<file path="src/rtl/resp_tx_pkg.sv">
// Shared constants and types for the status-report encoder:
// ASCII glyphs, report-select and FSM encodings, message lengths.
package resp_tx_pkg;

    localparam logic [7:0] ASCII_DIGIT_BASE = 8'h30;
    localparam logic [7:0] ASCII_COLON      = 8'h3A;
    localparam logic [7:0] ASCII_PERCENT    = 8'h25;
    localparam logic [7:0] ASCII_SPACE      = 8'h20;
    localparam logic [7:0] ASCII_H          = 8'h48;
    localparam logic [7:0] ASCII_T          = 8'h54;
    localparam logic [7:0] ASCII_C          = 8'h43;
    localparam logic [7:0] ASCII_CR         = 8'h0D;
    localparam logic [7:0] ASCII_LF         = 8'h0A;

    // Body lengths exclude the line terminator.
    localparam int unsigned TIME_BODY_LEN = 8;
    localparam int unsigned DHT_BODY_LEN  = 11;
    localparam int unsigned IDX_W         = 4;

    typedef enum logic {
        REPORT_TIME = 1'b0,
        REPORT_DHT  = 1'b1
    } report_sel_e;

    typedef enum logic {
        ST_IDLE = 1'b0,
        ST_SEND = 1'b1
    } state_e;

    function automatic logic [IDX_W-1:0] msg_last_idx(input report_sel_e sel, input bit crlf);
        int unsigned len;
        len = (sel == REPORT_DHT) ? DHT_BODY_LEN : TIME_BODY_LEN;
        len = len + (crlf ? 32'd2 : 32'd1);
        return IDX_W'(len - 32'd1);
    endfunction

endpackage

</file>
<file path="src/rtl/bin2ascii_2dig.sv">
// Binary to two ASCII decimal digits, leading zero kept, saturating at 99.
module bin2ascii_2dig (
    input  logic [7:0] bin,
    output logic [7:0] tens_ascii,
    output logic [7:0] ones_ascii
);
    import resp_tx_pkg::*;

    logic [7:0] sat;
    logic [7:0] tens;
    logic [7:0] ones;

    always_comb begin
        sat        = (bin > 8'd99) ? 8'd99 : bin;
        tens       = sat / 8'd10;
        ones       = sat % 8'd10;
        tens_ascii = ASCII_DIGIT_BASE + tens;
        ones_ascii = ASCII_DIGIT_BASE + ones;
    end

endmodule

</file>
<file path="src/rtl/resp_tx_cu.sv">
// Status-report encoder: snapshots watch/DHT fields on request and streams
// the formatted ASCII line into the UART TX FIFO one byte per accepted cycle.
module resp_tx_cu #(
    parameter bit P_EOL_CRLF = 1'b1
) (
    input  logic       clk,
    input  logic       rst,
    input  logic       i_report_req,
    input  logic       i_report_sel,
    input  logic [4:0] i_hour,
    input  logic [5:0] i_min,
    input  logic [5:0] i_sec,
    input  logic [7:0] i_humid,
    input  logic [7:0] i_temp,
    input  logic       i_fifo_full,
    output logic       o_fifo_push,
    output logic [7:0] o_fifo_wr_data,
    output logic       o_busy
);
    import resp_tx_pkg::*;

    state_e            state;
    report_sel_e       sel_q;
    logic [IDX_W-1:0]  idx;
    logic [IDX_W-1:0]  last_idx;
    logic [4:0]        hour_q;
    logic [5:0]        min_q;
    logic [5:0]        sec_q;
    logic [7:0]        humid_q;
    logic [7:0]        temp_q;
    logic [7:0]        cur_byte;
    logic [7:0]        eol_first;

    logic [7:0] hour_t, hour_o, min_t, min_o, sec_t, sec_o;
    logic [7:0] humid_t, humid_o, temp_t, temp_o;

    bin2ascii_2dig u_hour  (.bin({3'b000, hour_q}), .tens_ascii(hour_t),  .ones_ascii(hour_o));
    bin2ascii_2dig u_min   (.bin({2'b00, min_q}),   .tens_ascii(min_t),   .ones_ascii(min_o));
    bin2ascii_2dig u_sec   (.bin({2'b00, sec_q}),   .tens_ascii(sec_t),   .ones_ascii(sec_o));
    bin2ascii_2dig u_humid (.bin(humid_q),          .tens_ascii(humid_t), .ones_ascii(humid_o));
    bin2ascii_2dig u_temp  (.bin(temp_q),           .tens_ascii(temp_t),  .ones_ascii(temp_o));

    assign last_idx  = msg_last_idx(sel_q, P_EOL_CRLF);
    assign eol_first = P_EOL_CRLF ? ASCII_CR : ASCII_LF;

    always_comb begin
        cur_byte = '0;
        if (sel_q == REPORT_TIME) begin
            case (idx)
                4'd0:    cur_byte = hour_t;
                4'd1:    cur_byte = hour_o;
                4'd2:    cur_byte = ASCII_COLON;
                4'd3:    cur_byte = min_t;
                4'd4:    cur_byte = min_o;
                4'd5:    cur_byte = ASCII_COLON;
                4'd6:    cur_byte = sec_t;
                4'd7:    cur_byte = sec_o;
                4'd8:    cur_byte = eol_first;
                4'd9:    cur_byte = ASCII_LF;
                default: cur_byte = '0;
            endcase
        end else begin
            case (idx)
                4'd0:    cur_byte = ASCII_H;
                4'd1:    cur_byte = ASCII_COLON;
                4'd2:    cur_byte = humid_t;
                4'd3:    cur_byte = humid_o;
                4'd4:    cur_byte = ASCII_PERCENT;
                4'd5:    cur_byte = ASCII_SPACE;
                4'd6:    cur_byte = ASCII_T;
                4'd7:    cur_byte = ASCII_COLON;
                4'd8:    cur_byte = temp_t;
                4'd9:    cur_byte = temp_o;
                4'd10:   cur_byte = ASCII_C;
                4'd11:   cur_byte = eol_first;
                4'd12:   cur_byte = ASCII_LF;
                default: cur_byte = '0;
            endcase
        end
    end

    // Push is combinational so a byte leaves in the same cycle the FIFO has room.
    always_comb begin
        o_fifo_push    = (state == ST_SEND) && !i_fifo_full;
        o_fifo_wr_data = o_fifo_push ? cur_byte : '0;
        o_busy         = (state == ST_SEND);
    end

    always_ff @(posedge clk) begin
        if (rst) begin
            state   <= ST_IDLE;
            idx     <= '0;
            sel_q   <= REPORT_TIME;
            hour_q  <= '0;
            min_q   <= '0;
            sec_q   <= '0;
            humid_q <= '0;
            temp_q  <= '0;
        end else begin
            case (state)
                ST_IDLE: begin
                    if (i_report_req) begin
                        sel_q   <= report_sel_e'(i_report_sel);
                        hour_q  <= i_hour;
                        min_q   <= i_min;
                        sec_q   <= i_sec;
                        humid_q <= i_humid;
                        temp_q  <= i_temp;
                        idx     <= '0;
                        state   <= ST_SEND;
                    end
                end
                ST_SEND: begin
                    if (!i_fifo_full) begin
                        if (idx == last_idx) begin
                            idx   <= '0;
                            state <= ST_IDLE;
                        end else begin
                            idx <= idx + 1'b1;
                        end
                    end
                end
                default: begin
                    idx   <= '0;
                    state <= ST_IDLE;
                end
            endcase
        end
    end

endmodule

</file>
<file path="config.mk">
export PLATFORM = sky130hd
export DESIGN_NAME = resp_tx_cu
export DESIGN_NICKNAME = d
export VERILOG_FILES = /design/src/rtl/resp_tx_pkg.sv /design/src/rtl/bin2ascii_2dig.sv /design/src/rtl/resp_tx_cu.sv
export SDC_FILE = /design/constraint.sdc
export NUM_CORES = 1
export LEC_CHECK = 0
export BUFFER_PORTS_ARGS = -buffer_cell sky130_fd_sc_hd__buf_2
export CAP_MARGIN = 5
export CORE_MARGIN = 2
export CORE_UTILIZATION = 40
export DETAILED_ROUTE_END_ITERATION = 8
export PLACE_DENSITY = 0.65
export SLEW_MARGIN = 0
export SYNTH_ARGS = -nofsm -noshare
export SYNTH_HDL_FRONTEND = slang
export SYNTH_SLANG_ARGS = --single-unit
</file>
<file path="constraint.sdc">
create_clock -name clk -period 7.9 [get_ports clk]
set_clock_uncertainty 0.1 [all_clocks]
set_input_delay 0.79 -clock clk [delete_from_list [all_inputs] [get_ports clk]]
set_output_delay 0.79 -clock clk [all_outputs]
set_load 0.005 [all_outputs]
</file>
==> results of run 1 <==
==> per-stage QoR <==
step	instances	utilization, %	power [µW]
finish	748	44.5	539
global route	748	44.5	574
CTS	748	44.5	541
detailed placement	740	43.4	388
global placement	740	43.4	384
floorplan	610	-	351
==> cells in the final DEF, fill, tap and decap left out, types with 9 or more instances in the layout <==
| master | netlist | layout |
|---|---|---|
| a211oi_1 | 13 | 13 |
| nand2_1 | 92 | 92 |
| inv_1 | 22 | 22 |
| nand2b_1 | 16 | 16 |
| ha_1 | 14 | 14 |
| o21ai_0 | 37 | 37 |
| nor3_1 | 16 | 16 |
| buf_2 | 15 | 47 |
| a21oi_1 | 76 | 76 |
| nor2b_1 | 18 | 17 |
| a31oi_1 | 9 | 9 |
| nand3_1 | 12 | 12 |
| dfxtp_1 | 39 | 39 |
| nor2_1 | 52 | 52 |
==> worst max-delay path by stage <==
stage	start	to	slack, ns	cells after the start
finish	sec_q[3]$_SDFFE_PP0P_	o_fifo_wr_data[6]	2.99	16
global placement	sec_q[3]$_SDFFE_PP0P_	o_fifo_wr_data[6]	3.47	16
global route	sec_q[3]$_SDFFE_PP0P_	o_fifo_wr_data[6]	2.69	16
CTS	sec_q[3]$_SDFFE_PP0P_	o_fifo_wr_data[6]	2.98	16
floorplan	sec_q[3]$_SDFFE_PP0P_	o_fifo_wr_data[6]	3.78	17
detailed placement	sec_q[3]$_SDFFE_PP0P_	o_fifo_wr_data[6]	3.30	16
==> worst reg2reg max path, delay by kind of cell, from the launching register on <==
kind / cells / cell delay [ns]
AOI/OAI and AO/OA: 3 / 0.49
and+or+nand+nor: 4 / 0.52
DFF: 1 / 0.85
==> final cells by class <==
cell class	instances	area, µm²
clock inverters	1	7.51
flip-flops and latches	39	781
clock buffers	7	96.3
repair buffers	49	250
inverters	24	90.1
well taps	133	166
multi-input cells	495	3000
fillers	1043	5480
==> metal layers <==
metal | wire (µm) | GRT usage [%]
met1 | 5150 | 27.0
met2 | 5190 | 33.1
met3 | 505 | 2.50
met4 | 147 | 4.38
met5 | 0 | 0
==> sequential cells by signal (all words and copies together) (netlist names) <==
name	cells
idx	4
hour_q	5
sel_q	1
min_q	6
o_busy	1
temp_q	8
sec_q	6
humid_q	8
==> power by group through the flow <==
stage	Sequential, µW	Clock, µW	Combinational [µW]
CTS	233	157	152
global route	237	165	172
finish	233	153	153
detailed placement	237	0	151
floorplan	219	0	132
global placement	236	0	148
==> kinds of logic (layout without fill, tap and decap cells) <==
| kind of cell | after synthesis | count (layout) | synth area share (%) |
|---|---|---|---|
| AO/OA/AOI/OAI | 212 | 212 | 34.9 |
| XOR/XNOR | 6 | 6 | 1.29 |
| adder cells (fa/ha/maj) | 15 | 15 | 4.53 |
| buffers and inverters | 76 | 81 | 7.80 |
| flip-flops | 39 | 39 | 19.1 |
| multiplexers | 4 | 4 | 1.04 |
| other | 1 | 2 | 0.0917 |
| AND/OR/NAND/NOR | 256 | 256 | 31.3 |
==> summary.md, run 1 <==
| Metric | Value |
|---|---|
| RSZ-0062 raised after global routing | `false` |
| Setup crit end kind | `output pin` |
| Top delay family on crit path | `compound AO/OA/AOI/OAI gates` |
| I/O Buffers | `47` |
| TritonCTS clock tree | `yes` |
| Fin. Hold Viols | `0` |
| Grt total ovfl | `0` |
| Root buf cell | `clkbuf_8` |
| Worst slew margin relative to its limit | `22.9%` |
| Vias per cell | `5.79` |
| Share of cells above drive strength 1 | `12.2%` |
| Nets@finish | `666` |
| Post-CTS setup buffers | `0` |
| Global Route Usage Sum | `19.8%` |
| Cell taking the most area after synthesis | `dfxtp_1` |
| Final ANT Viol Nets | `0` |
| Sw Share | `34.9%` |
| Buf/Inv on CP | `3` |
| Cell Area, Placed | `0.00428 mm²` |
| Max cap viols | `0` |
| Slowest cell on crit path | `dfxtp_1` |
| Initial antenna violation count | `0` |
| H-tree levels | `2` |
| Worst skew pair latency | `0.29 ns` |
| Yosys reg bits | `39` |
| Syn-to-layout area delta | `7.28%` |
| Die Y | `105 µm` |
| Ant. Diodes | `0` |
| Reg2Reg Depth | `7` |
| Final RePlAce weighted congestion | `0.875` |
| Leak Pwr | `0.00157 µW` |
| Synth unique cells | `81` |
| Post-synthesis average cell area | `6.71 µm²` |
| Synthesized netlist cell count | `609` |
| Most frequent cell after synthesis | `nand2_1` |
| Comb pwr share | `28.4%` |
| Seq/Total Area, Yosys | `19.1%` |
| # resized after CTS | `0` |
| Clock sink total | `39` |
| Hold WC Path Type | `register to register` |
| Drt drc | `0` |
| HP Start | `min_q[0]$_SDFFE_PP0P_` |
| Rows | `36` |
| Slew Viols, Final | `0` |
| Mapped Area | `0.00409 mm²` |
| Maximum clock path buffer count | `2` |
| Period utilization | `62.1%` |
| Max Fanout on Critical Path | `19` |
| Fmax | `204 MHz` |
| Internal power | `351 µW` |
| Most Frequent Cell on Critical Path | `ha_1` |
| DR vias | `4,332` |
| Drt total wl | `11.0 mm` |
| Synth top cells by count | `nand2_1 (92), a21oi_1 (76), nor2_1 (52)` |
| First-pass GRT wire length | `18.6 mm` |
| Setup violators final | `0` |
| Crit path kind | `register to output pin` |
| Synth top area cells | `dfxtp_1 (19%), a21oi_1 (9.3%), nand2_1 (8.4%)` |
| CP Data Arrival Time | `4.02 ns` |
| Dpl ws | `3.30 ns` |
| CP required | `7.01 ns` |
| Crit path cell chain | `inv_1 -> ha_1 -> nor2b_1 -> o221a_1 -> o211a_1 -> nor2_1 -> inv_1 -> ha_1 -> o31ai_1 -> xnor2_1 -> a21oi_1 -> ha_1 -> nor3_1 -> a211oi_1 -> a211oi_1 -> buf_2` |
| R2r startpoint | `idx[2]$_SDFFE_PP0P_` |
| Die W | `105 µm` |
| PD cells | `123 mW/mm²` |
| Synth warnings | `0` |
| Initial Utilization | `41.5%` |
| Final hold slack | `0.364 ns` |
| Initial DRC Count | `225` |
| Asr flop ratio synth | `0%` |
| Switch Pwr | `188 µW` |
| TritonRoute pass-1 iters | `4` |
| Fin worst setup slack | `2.99 ns` |
| Setup crit start kind | `register` |
| Hold Buf Count CTS | `0` |
| Drt wl/cell | `14.7 µm` |
| Ys flop type | `dfxtp_1` |
| Worst R2R End | `idx[2]$_SDFFE_PP0P_` |
| Outcome | `finished clean` |
| Period minus WS final | `4.91 ns` |
| CP max stage delay | `0.65 ns` |
| Clk pwr share | `28.4%` |
| CTS buffer count | `5` |
| Setup TNS | `0 ns` |
| Io pins | `48` |
| Hpwl dp | `8.09 mm` |
| Top-area cell type share of the netlist area | `19.1%` |
| FF-to-FF setup slack | `5.81 ns` |
| Worst-path clk slew | `0.08 ns` |
| Number of global-route vias before repair | `3,944` |
| Hold Path Depth | `2` |
| Largest net degree at the start of global routing | `40` |
| Worst slew pin tran | `1.13 ns` |
| Design area | `0.00439 mm²` |
| Maximum VDD drop | `0.0664 mV` |
| Hold endpoint | `min_q[0]$_SDFFE_PP0P_` |
| Post-synth EDFFs | `0` |
| Core area | `0.00986 mm²` |
| DIE AREA | `0.0110 mm²` |
| Share of power burned in registers | `43.2%` |
Power figures use the tool's default switching activity.
==> run 2: changes to the inputs <==
==> constraint.sdc (replaced) <==
create_clock -name clk -period 4.86 [get_ports clk]
set_clock_uncertainty 0.1 [all_clocks]
set_input_delay 0.486 -clock clk [delete_from_list [all_inputs] [get_ports clk]]
set_output_delay 0.486 -clock clk [all_outputs]
set_load 0.005 [all_outputs]
==> run 2 against run 1 <==
Effect of this change: power increased by 69%; critical path depth is the same; largest power group unchanged; final area increased by 0.60%; via count fell by 0.78%; largest cell class unchanged; first-iteration DRC count up 16%.
==> summary.md, run 2 (synthesized netlist as in run 1, its figures left out) <==
| Metric | Value |
|---|---|
| Grt total ovfl | `0 (unchanged)` |
| Global Route Usage Sum | `19.4% (-0.33 points)` |
| Nets@finish | `667 (+0.15%)` |
| Period utilization | `91.2%` |
| Rows | `36 (unchanged)` |
| Hold Buf Count CTS | `0 (unchanged)` |
| Syn-to-layout area delta | `7.93%` |
| Die W | `105 µm (unchanged)` |
| Leak Pwr | `0.00159 µW (+1.1%)` |
| Worst slew pin tran | `0.888 ns (-0.239 ns)` |
| Hpwl dp | `8.07 mm (-0.26%)` |
| Vias per cell | `5.74 (-0.92%)` |
| Fmax | `226 MHz` |
| Sw Share | `33.4% (-1.5 points)` |
| Initial DRC Count | `260 (+16%)` |
| First-pass GRT wire length | `18.0 mm (-3.3%)` |
| Dpl ws | `0.573 ns (-2.73 ns)` |
| Core Util, Final | `44.7% (+0.27 points)` |
| Share of cells above drive strength 1 | `12.7% (+0.47 points)` |
| Switch Pwr | `305 µW (+62%)` |
| Crit path kind | `register to output pin` |
| Most frequent cells in the layout | `nand2_1 (92), a21oi_1 (76), nor2_1 (52)` |
| TritonCTS clock tree | `yes` |
| Final hold slack | `0.316 ns (-0.0481 ns)` |
| Drt total wl | `10.9 mm (-1.1%)` |
| Initial antenna violation count | `0 (unchanged)` |
| H-tree levels | `2 (unchanged)` |
| Comb pwr share | `27.2% (-1.2 points)` |
| Final ANT Viol Nets | `0 (unchanged)` |
| DR vias | `4,298 (-0.78%)` |
| Setup crit end kind | `output pin` |
| Fin. Hold Viols | `0 (unchanged)` |
| CP required | `4.27 ns (-2.74 ns)` |
| Largest net degree at the start of global routing | `40 (unchanged)` |
| Final RePlAce weighted congestion | `0.872 (-0.41%)` |
| Ant. Diodes | `0 (unchanged)` |
| Setup crit start kind | `register` |
| Worst skew pair latency | `0.30 ns (about the same)` |
| CP Data Arrival Time | `3.84 ns (-0.18 ns)` |
| Fin worst setup slack | `0.429 ns (-2.57 ns)` |
| Die Y | `105 µm (unchanged)` |
| Reg2Reg Depth | `7 (unchanged)` |
| Root buf cell | `clkbuf_8` |
| CTS buffer count | `5 (unchanged)` |
| Cell Area, Placed | `0.00429 mm² (+0.18%)` |
| Design area | `0.00441 mm² (+0.60%)` |
| Outcome | `finished clean` |
| DIE AREA | `0.0110 mm² (unchanged)` |
| Period minus WS final | `4.43 ns` |
| Max Fanout on Critical Path | `12 (-7)` |
| Worst-path clk slew | `0.08 ns (about the same)` |
| Internal power | `608 µW (+73%)` |
| Number of global-route vias before repair | `3,847 (-2.5%)` |
| Maximum VDD drop | `0.132 mV (+99%)` |
| Max cap viols | `0 (unchanged)` |
| Maximum clock path buffer count | `2 (unchanged)` |
| I/O Buffers | `47 (unchanged)` |
| Hold WC Path Type | `input port to register` |
| Share of power burned in registers | `41.5% (-1.7 points)` |
| Clk pwr share | `31.3% (+2.9 points)` |
| Initial Utilization | `41.5% (unchanged)` |
| Core area | `0.00986 mm² (unchanged)` |
| RSZ-0062 raised after global routing | `false` |
| Setup violators final | `0 (unchanged)` |
| PD cells | `207 mW/mm² (+68%)` |
| TritonRoute pass-1 iters | `5 (+1)` |
| Drt wl/cell | `14.5 µm (-1.2%)` |
| Slew Viols, Final | `0 (unchanged)` |
| Biggest registers after layout | `humid_q x8, temp_q x8` |
| Clock sink total | `39 (unchanged)` |
| Setup TNS | `0 ns (unchanged)` |
| Hold Path Depth | `3 (+1)` |
| Io pins | `48 (unchanged)` |
| Commonest non-fill, non-tap cell in the layout | `nand2_1` |
| Drt drc | `0 (unchanged)` |
| Worst slew margin relative to its limit | `39.3% (+16 points)` |
[run 2: cell count changes in the layout (fill, tap and decap cells not counted), sizes merged]
cell	change
buf	+1
clkinv	+1
clkinvlp	-1
clkbuf	-1
bufinv	+1
[run 2: per-stage QoR]
step | cells | total power, µW
3_3_place_gp | 741 | 624
6_report | 749 | 913
4_1_cts | 749 | 915
3_5_place_dp | 741 | 632
5_1_grt | 749 | 970
2_1_floorplan | 610 | 570
[run 2: metal layers]
layer  global-route usage, %  wire length, µm  vias up
met1                    25.1             5060     1980
met4                    5.33              146        0
li1                        -                -     2206
met3                    2.93              429       13
met5                       0                0        -
met2                    33.4             5240       99
[run 2: path summary, 6_finish.rpt]
check             slack (ns)                  start                     end
setup / recovery        0.43  sec_q[4]$_SDFFE_PP0P_       o_fifo_wr_data[6]
hold / removal          0.32              i_temp[3]  temp_q[3]$_SDFFE_PP0P_
setup reg to reg        2.78    idx[2]$_SDFFE_PP0P_     idx[2]$_SDFFE_PP0P_
hold reg to reg         0.36  min_q[0]$_SDFFE_PP0P_   min_q[0]$_SDFFE_PP0P_
[run 2: critical path, cell delays in order (launching register included)]
cell and delay [ns]:
dfxtp_2 0.43, inv_1 0.10, ha_1 0.38, nor2b_1 0.19, o221a_1 0.30, o211a_1 0.23
nor2_1 0.20, inv_1 0.10, ha_1 0.20, o31ai_1 0.28, xnor2_1 0.16, a21oi_1 0.10
ha_1 0.23, nor3_1 0.19, a211oi_1 0.08, a211oi_1 0.22, buf_2 0.15
[run 2: area by class of cell]
| cell class | count | area [µm²] |
|---|---|---|
| inverter | 24 | 90.1 |
| tap | 133 | 166 |
| sequential | 39 | 786 |
| clock buffer | 6 | 82.6 |
| fill | 1042 | 5450 |
| timing repair buffer | 50 | 258 |
| clock inverter | 2 | 35.0 |
| multi-input combinational | 495 | 3000 |
[run 2: power by group through the flow]
stage / Combinational [µW] / Clock [µW] / Sequential, µW
finish: 248 / 286 / 379
global route: 280 / 306 / 385
CTS: 247 / 290 / 378
detailed placement: 245 / 0 / 386
global placement: 240 / 0 / 384
floorplan: 214 / 0 / 355
[run 2: repair_timing]
item	4_1_cts	5_1_grt
setup buffers	0	0
endpoints found under the setup margin	0	2
gates resized for setup	0	3
hold endpoints to repair	0	0
